## src/rtl/exe_stage.sv

```systemverilog
// Execute stage of the in-order MIPS pipeline: ALU, data-SRAM request issue, and an
// iterative 32-step restoring divider that owns HI/LO.
module exe_stage (
    input  logic         clk,
    input  logic         reset,
    input  logic         ms_allowin,
    output logic         es_allowin,
    input  logic         ds_to_es_valid,
    input  logic [140:0] ds_to_es_bus,
    output logic         es_to_ms_valid,
    output logic [70:0]  es_to_ms_bus,
    output logic         data_sram_en,
    output logic [3:0]   data_sram_wen,
    output logic [31:0]  data_sram_addr,
    output logic [31:0]  data_sram_wdata,
    output logic [4:0]   es_dest,
    output logic         es_val,
    output logic         es_gr_we,
    output logic         es_res_from_mem,
    output logic [31:0]  es_result
);

    typedef enum logic [1:0] {IDLE, BUSY, DONE} div_state_t;

    function automatic logic [31:0] cond_neg(input logic [31:0] v, input logic neg);
        return neg ? (~v + 32'd1) : v;
    endfunction

    div_state_t   div_state, div_next;
    logic         es_valid;
    logic [140:0] bus_p0;
    logic         es_ready_go, latch, handoff, div_load;

    logic [11:0] alu_op;
    logic [1:0]  div_op;
    logic        mfhi, mflo, load, src1_is_sa, src1_is_pc;
    logic        src2_is_imm, src2_is_uimm, src2_is_8, gr_we, mem_we;
    logic [4:0]  dest;
    logic [15:0] imm;
    logic [31:0] rs_value, rt_value, pc;

    assign {alu_op, div_op, mfhi, mflo, load, src1_is_sa, src1_is_pc, src2_is_imm,
            src2_is_uimm, src2_is_8, gr_we, mem_we, dest, imm, rs_value, rt_value, pc} = bus_p0;

    // Stage p0: handshake and bundle latch
    assign es_ready_go    = !(|div_op) || (div_state == DONE);
    assign es_allowin     = !es_valid || (es_ready_go && ms_allowin);
    assign es_to_ms_valid = es_valid && es_ready_go;
    assign latch          = ds_to_es_valid && es_allowin;
    assign handoff        = es_valid && es_ready_go && ms_allowin;

    always_ff @(posedge clk) begin
        if (reset) begin
            es_valid <= 1'b0;
        end else if (es_allowin) begin
            es_valid <= ds_to_es_valid;
        end
    end

    always_ff @(posedge clk) begin
        if (latch) begin
            bus_p0 <= ds_to_es_bus;
        end
    end

    // ALU
    logic [31:0]        src1, src2, add_res, sub_res, slt_res, sltu_res, sra_res, alu_res;
    logic signed [31:0] src1_s, src2_s;

    assign src1 = src1_is_sa ? {27'b0, imm[10:6]} : src1_is_pc ? pc : rs_value;
    assign src2 = src2_is_imm  ? {{16{imm[15]}}, imm} :
                  src2_is_uimm ? {16'b0, imm} :
                  src2_is_8    ? 32'd8 : rt_value;
    assign src1_s   = src1;
    assign src2_s   = src2;
    assign add_res  = src1 + src2;
    assign sub_res  = src1 - src2;
    assign slt_res  = {31'b0, src1_s < src2_s};
    assign sltu_res = {31'b0, src1 < src2};
    assign sra_res  = src2_s >>> src1[4:0];

    always_comb begin
        alu_res = ({32{alu_op[11]}} & add_res)
                | ({32{alu_op[10]}} & sub_res)
                | ({32{alu_op[9]}}  & slt_res)
                | ({32{alu_op[8]}}  & sltu_res)
                | ({32{alu_op[7]}}  & (src1 & src2))
                | ({32{alu_op[6]}}  & ~(src1 | src2))
                | ({32{alu_op[5]}}  & (src1 | src2))
                | ({32{alu_op[4]}}  & (src1 ^ src2))
                | ({32{alu_op[3]}}  & (src2 << src1[4:0]))
                | ({32{alu_op[2]}}  & (src2 >> src1[4:0]))
                | ({32{alu_op[1]}}  & sra_res)
                | ({32{alu_op[0]}}  & {src2[15:0], 16'b0});
    end

    // Divider: operands are captured straight off the decode bus so step 0 runs in cycle 0
    logic        in_div, in_signed;
    logic [31:0] in_rs, in_rt;
    logic [32:0] div_rem;
    logic [31:0] div_quo, div_dvs, quo_fix, rem_fix;
    logic [33:0] div_shift, div_trial;
    logic [5:0]  div_cnt;
    logic        neg_q, neg_r;
    logic [31:0] hi, lo;

    assign in_div    = |ds_to_es_bus[128:127];
    assign in_signed = ds_to_es_bus[128];
    assign in_rs     = ds_to_es_bus[95:64];
    assign in_rt     = ds_to_es_bus[63:32];

    always_ff @(posedge clk) begin
        if (reset) begin
            div_state <= IDLE;
        end else begin
            div_state <= div_next;
        end
    end

    always_comb begin
        div_next = div_state;
        div_load = 1'b0;
        case (div_state)
            IDLE, DONE: begin
                if (latch && in_div) begin
                    div_next = BUSY;
                    div_load = 1'b1;
                end else if (div_state == DONE && handoff) begin
                    div_next = IDLE;
                end
            end
            BUSY:    if (div_cnt == 6'd31) div_next = DONE;
            default: div_next = IDLE;
        endcase
    end

    assign div_shift = {div_rem, div_quo[31]};
    assign div_trial = div_shift - {2'b0, div_dvs};

    always_ff @(posedge clk) begin
        if (div_load) begin
            div_quo <= cond_neg(in_rs, in_signed && in_rs[31]);
            div_dvs <= cond_neg(in_rt, in_signed && in_rt[31]);
            div_rem <= '0;
            div_cnt <= '0;
            neg_q   <= in_signed && (in_rs[31] ^ in_rt[31]);
            neg_r   <= in_signed && in_rs[31];
        end else if (div_state == BUSY) begin
            div_rem <= div_trial[33] ? div_shift[32:0] : div_trial[32:0];
            div_quo <= {div_quo[30:0], ~div_trial[33]};
            div_cnt <= div_cnt + 6'd1;
        end
    end

    assign quo_fix = cond_neg(div_quo, neg_q);
    assign rem_fix = cond_neg(div_rem[31:0], neg_r);

    always_ff @(posedge clk) begin
        if (reset) begin
            hi <= '0;
            lo <= '0;
        end else if (div_state == DONE && handoff) begin
            hi <= rem_fix;
            lo <= quo_fix;
        end
    end

    // Outputs
    assign es_result       = mfhi ? hi : mflo ? lo : alu_res;
    assign es_to_ms_bus    = {load, gr_we, dest, es_result, pc};
    assign es_dest         = dest;
    assign es_val          = es_valid;
    assign es_gr_we        = gr_we;
    assign es_res_from_mem = load;
    assign data_sram_en    = es_valid && (load || mem_we) && ms_allowin;
    assign data_sram_wen   = {4{es_valid && mem_we && ms_allowin}};
    assign data_sram_addr  = add_res;
    assign data_sram_wdata = rt_value;

endmodule

```

## config.mk

```make
export PLATFORM = sky130hd
export DESIGN_NAME = exe_stage
export DESIGN_NICKNAME = d
export VERILOG_FILES = /design/src/rtl/exe_stage.sv
export SDC_FILE = /design/constraint.sdc
export NUM_CORES = 1
export LEC_CHECK = 0
export BUFFER_PORTS_ARGS = -buffer_cell sky130_fd_sc_hd__buf_2
export CORE_MARGIN = 2
export CORE_UTILIZATION = 50
export DETAILED_ROUTE_END_ITERATION = 8
export GPL_TIMING_DRIVEN = 0
export PLACE_DENSITY = 0.68
export SLEW_MARGIN = 20
export SYNTH_ARGS = -nofsm -noshare
export SYNTH_HDL_FRONTEND = slang
export SYNTH_SLANG_ARGS = --single-unit
```

## constraint.sdc

```tcl
create_clock -name clk -period 7.9 [get_ports clk]
set_input_delay 0.79 -clock clk [delete_from_list [all_inputs] [get_ports clk]]
set_output_delay 0.79 -clock clk [all_outputs]
set_load 0.01 [all_outputs]
```

==> flow_summary_export.csv <==
group,metric,value,unit
status,status,"complete, but fails checks",
status,failed_checks,"negative setup slack",
die,start_util,50.5,%
timing,setup_slack,-0.0748,ns
global_route,grt_first_pass_wirelength,172000,um
timing,relSlewSlack,9.41,%
global_route,grt_max_degree,62,
logic_synthesis,synth-seq-area-share,31.5,%
worst_setup_path,slowest_delay,1.13,ns
logic_synthesis,synth_cell_types,88,
clock_tree,cts_htree_levels,2,
global_route,grt_antenna_before_repair,4,
worst_setup_path,crit_fanout,11,
clock_tree,cts_sinks,313,
logic_synthesis,yosys_warnings,0,
layout,drive_gt1_share,16.5,%
die,fp.dieH,234,um
drt,route.detailed.wl_per_inst,28.4,um
placement,gp_congestion,1.11,
placement,dp_cells,4218,
global_route,busiest_layer,"met2",
logic_synthesis,synth-xor-area-share,6.25,%
global_route,met2_usage,66.2,%
die,die_width,234,um
logic_synthesis,syn_nets,3482,
timing,fmax,125,MHz
clock_tree,cts_hold_buf,0,
logic_synthesis,syn-cell-area,0.0265,mm^2
drt,drc,0,
global_route,grt_util_all_layers,43.0,%
layout,insertedDiodeCount,0,
clock_tree,cts_tree,"done",
global_route,grt_pass1_vias,26400,
worst_setup_path,r2r-start,"div_rem[5]",
worst_setup_path,cp.arrival,7.18,ns
hold_path,min_from,"ds_to_es_bus[4]",
timing,finalCritPeriodShare,101,%
logic_synthesis,synth_top_family_by_area,"compound AO/OA/AOI/OAI gates",
global_route,grt_use_met3,11.0,%
layout,utilization,58.0,%
worst_setup_path,path_buf_inv,8,
timing,fin_skew,0.0237,ns
timing,drv_slew,0,
worst_setup_path,crit_type,"register to output pin",
die,core,0.0524,mm^2
drt,drt-initial-drc-count,3470,
clock_tree,clk_latency,0.57,ns
layout,nets,3844,
logic_synthesis,yosys-mux-area-fraction,7.31,%
timing,setup_viol,1,
timing,hold_viol,0,
global_route,grt-ovfl-total,0,
worst_setup_path,start_kind,"register",
logic_synthesis,avgSynthCellArea,8.27,um^2
die,ios,327,
placement,post-place-ws,-0.821,ns
timing,period_needed,7.97,ns
worst_setup_path,cp_top_family,"compound AO/OA/AOI/OAI gates",
layout,syn2layout_area_growth,14.9,%
logic_synthesis,synthArstFlopShare,0,%
clock_tree,cts.clk_slew.worst_paths,0.06,ns
timing,worst_pin_slew,1.36,ns
worst_setup_path,required,7.11,ns
logic_synthesis,synth_edf_count,207,
drt,wirelength,122000,um
pwr,power_density,225,mW/mm^2
job,max_cap_violations,0,
drt,firstDrtPassIters,9,
layout,final_cell_area,0.0304,mm^2
drt,ant_nets,0,
logic_synthesis,ys.flop_type,"edfxtp_1",
timing,rsz0062_at_grt,"false",
logic_synthesis,synth-seq-cells,313,
worst_setup_path,crit_path_end_kind,"output pin",
drt,drt-vias-per-instance,6.55,
pwr,power_leakage,12.4,nW
global_route,grtUsageMet1,54.8,%
worst_setup_path,crit_path_start,"bus_p0[123]",
die,num_rows,84,
die,dieArea,0.0548,mm^2
layout,fin_cells,4279,
placement,placedInstanceArea,0.0291,mm^2
pwr,ir_drop,0.275,mV
clock_tree,cts_inserted_buffers,36,
logic_synthesis,synth_fa_ha_area_share,6.46,%
layout,mostFrequentLayoutCell,"buf_2",
logic_synthesis,synth_compound_area_share,23.3,%
logic_synthesis,synth-simple-area-share,16.1,%
layout,mostFrequentLayoutCells,"buf_2, nand2_1, nor2_1, a21oi_1, edfxtp_1",
clock_tree,cts_max_path_buffers,3,
hold_path,hold_path.class,"input port to register",
placement,dp_hpwl,97100,um
placement,numPortBuffers,325,
drt,dr_total_vias,28000,
worst_setup_path,crit_chain,"clkbuf_2 > buf_2 > nand2_1 > o21a_1 > inv_1 > clkbuf_2 > clkbuf_2 > buf_2 > ha_1 > o21ai_0 > nor2_1 > o31a_1 > nand2b_1 > a21oi_1 > a2bb2oi_1 > mux2i_1 > a2111oi_1 > a221oi_1 > buf_4 > buf_2",
worst_setup_path,cp_slowest_cell,"a2111oi_1",
logic_synthesis,syn_inst,3202,
clock_tree,root_buffer,"clkbuf_16",
-- power by group --
part	internal (W)	total, W	switching (W)
clock	0.00108	0.00179	0.000713
sequential	0.00192	0.00209	0.000177
combinational	0.00103	0.00296	0.00193
-- stage by stage --
stage          setup TNS, ns  hold WS [ns]  power [W]
2_1_floorplan              0         0.432    0.00393
3_3_place_gp          -87.63         0.440    0.00488
3_5_place_dp           -9.75         0.445    0.00493
4_1_cts                    0         0.371    0.00672
5_1_grt                    0         0.382    0.00709
6_report             -0.0748         0.389    0.00684
-- path summary, 6_finish.rpt --
check / to / slack (ns) / depth (start not counted)
max: es_to_ms_bus[39] / -0.07 / 20
min: bus_p0[4] / 0.39 / 1
max reg2reg: div_rem[30] / 3.48 / 13
min reg2reg: lo[21] / 0.46 / 2
-- Yosys cell counts (22+ instances only) --
master / n / area share [%]
o21ai_0: 175 / 3.3
a21oi_1: 266 / 5.0
a221oi_1: 55 / 1.8
xor2_1: 95 / 3.1
a211oi_1: 76 / 2.2
nor3_1: 59 / 1.1
clkbuf_1: 181 / 2.6
o211ai_1: 41 / 1.2
nand3_1: 58 / 1.1
mux2i_1: 164 / 6.2
xnor2_1: 94 / 3.1
o21a_1: 26 / 0.74
mux2_2: 26 / 1.1
dfxtp_1: 106 / 8.0
ha_1: 132 / 6.2
o21bai_1: 22 / 0.62
nor2_1: 280 / 4.0
buf_1: 31 / 0.44
inv_1: 181 / 2.6
o22ai_1: 23 / 0.54
nand2b_1: 33 / 0.78
a21o_1: 27 / 0.77
a31oi_1: 40 / 0.95
o31ai_1: 36 / 1.0
nand2_1: 286 / 4.1
buf_4: 111 / 3.1
edfxtp_1: 207 / 23
-- per-layer routing --
layer / vias up / wire length, um
met3: 371 / 14000
li1: 12300 / -
met2: 1894 / 53300
met5: - / 16
met1: 13500 / 46600
met4: 2 / 7660
-- final cells by class --
| class | instances | area [um^2] |
|---|---|---|
| fillers | 4821 | 22000 |
| multi-input cells | 2374 | 15800 |
| flip-flops and latches | 313 | 8340 |
| plain buffers | 327 | 1710 |
| repair buffers | 328 | 1710 |
| clock buffers | 43 | 962 |
| well taps | 688 | 861 |
| inverters | 184 | 691 |
| clock inverters | 22 | 300 |
-- flip-flops by register name, summed over array words and instances, names as in the netlist --
register,count
div_rem,33
div_dvs,32
neg_r,1
div_state,2
div_quo,32
div_cnt,6
neg_q,1
es_val,1
bus_p0,141
lo,32
hi,32
-- cells by family (layout without fill, tap and decap cells) --
kind of cell             Yosys count  in the layout
XOR/XNOR                         189            189
multiplexers                     190            190
flip-flops                       313            313
AND/OR/NAND/NOR                  913            913
adder cells (fa/ha/maj)          135            135
buffers and inverters            515            904
AO/OA/AOI/OAI                    947            947
-- what timing repair did --
action	CTS	global route
setup endpoints to repair	59	37
gates resized for setup	18	20
pin swaps	0	0
gates cloned	0	0
setup buffers	0	0
-- worst register-to-register path: stages, from the launching register on --
cell and delay (ns):
dfxtp_1 0.49, ha_1 0.34, and4_1 0.24, a221oi_1 0.30
o21ai_0 0.21, o2111ai_1 0.36, a21oi_1 0.20, o2111ai_1 0.38
a21oi_1 0.11, nor4bb_1 0.39, clkbuf_1 0.36, clkbuf_1 0.51
o311ai_0 0.31, o211ai_1 0.14
Power figures use the tool's default switching activity.
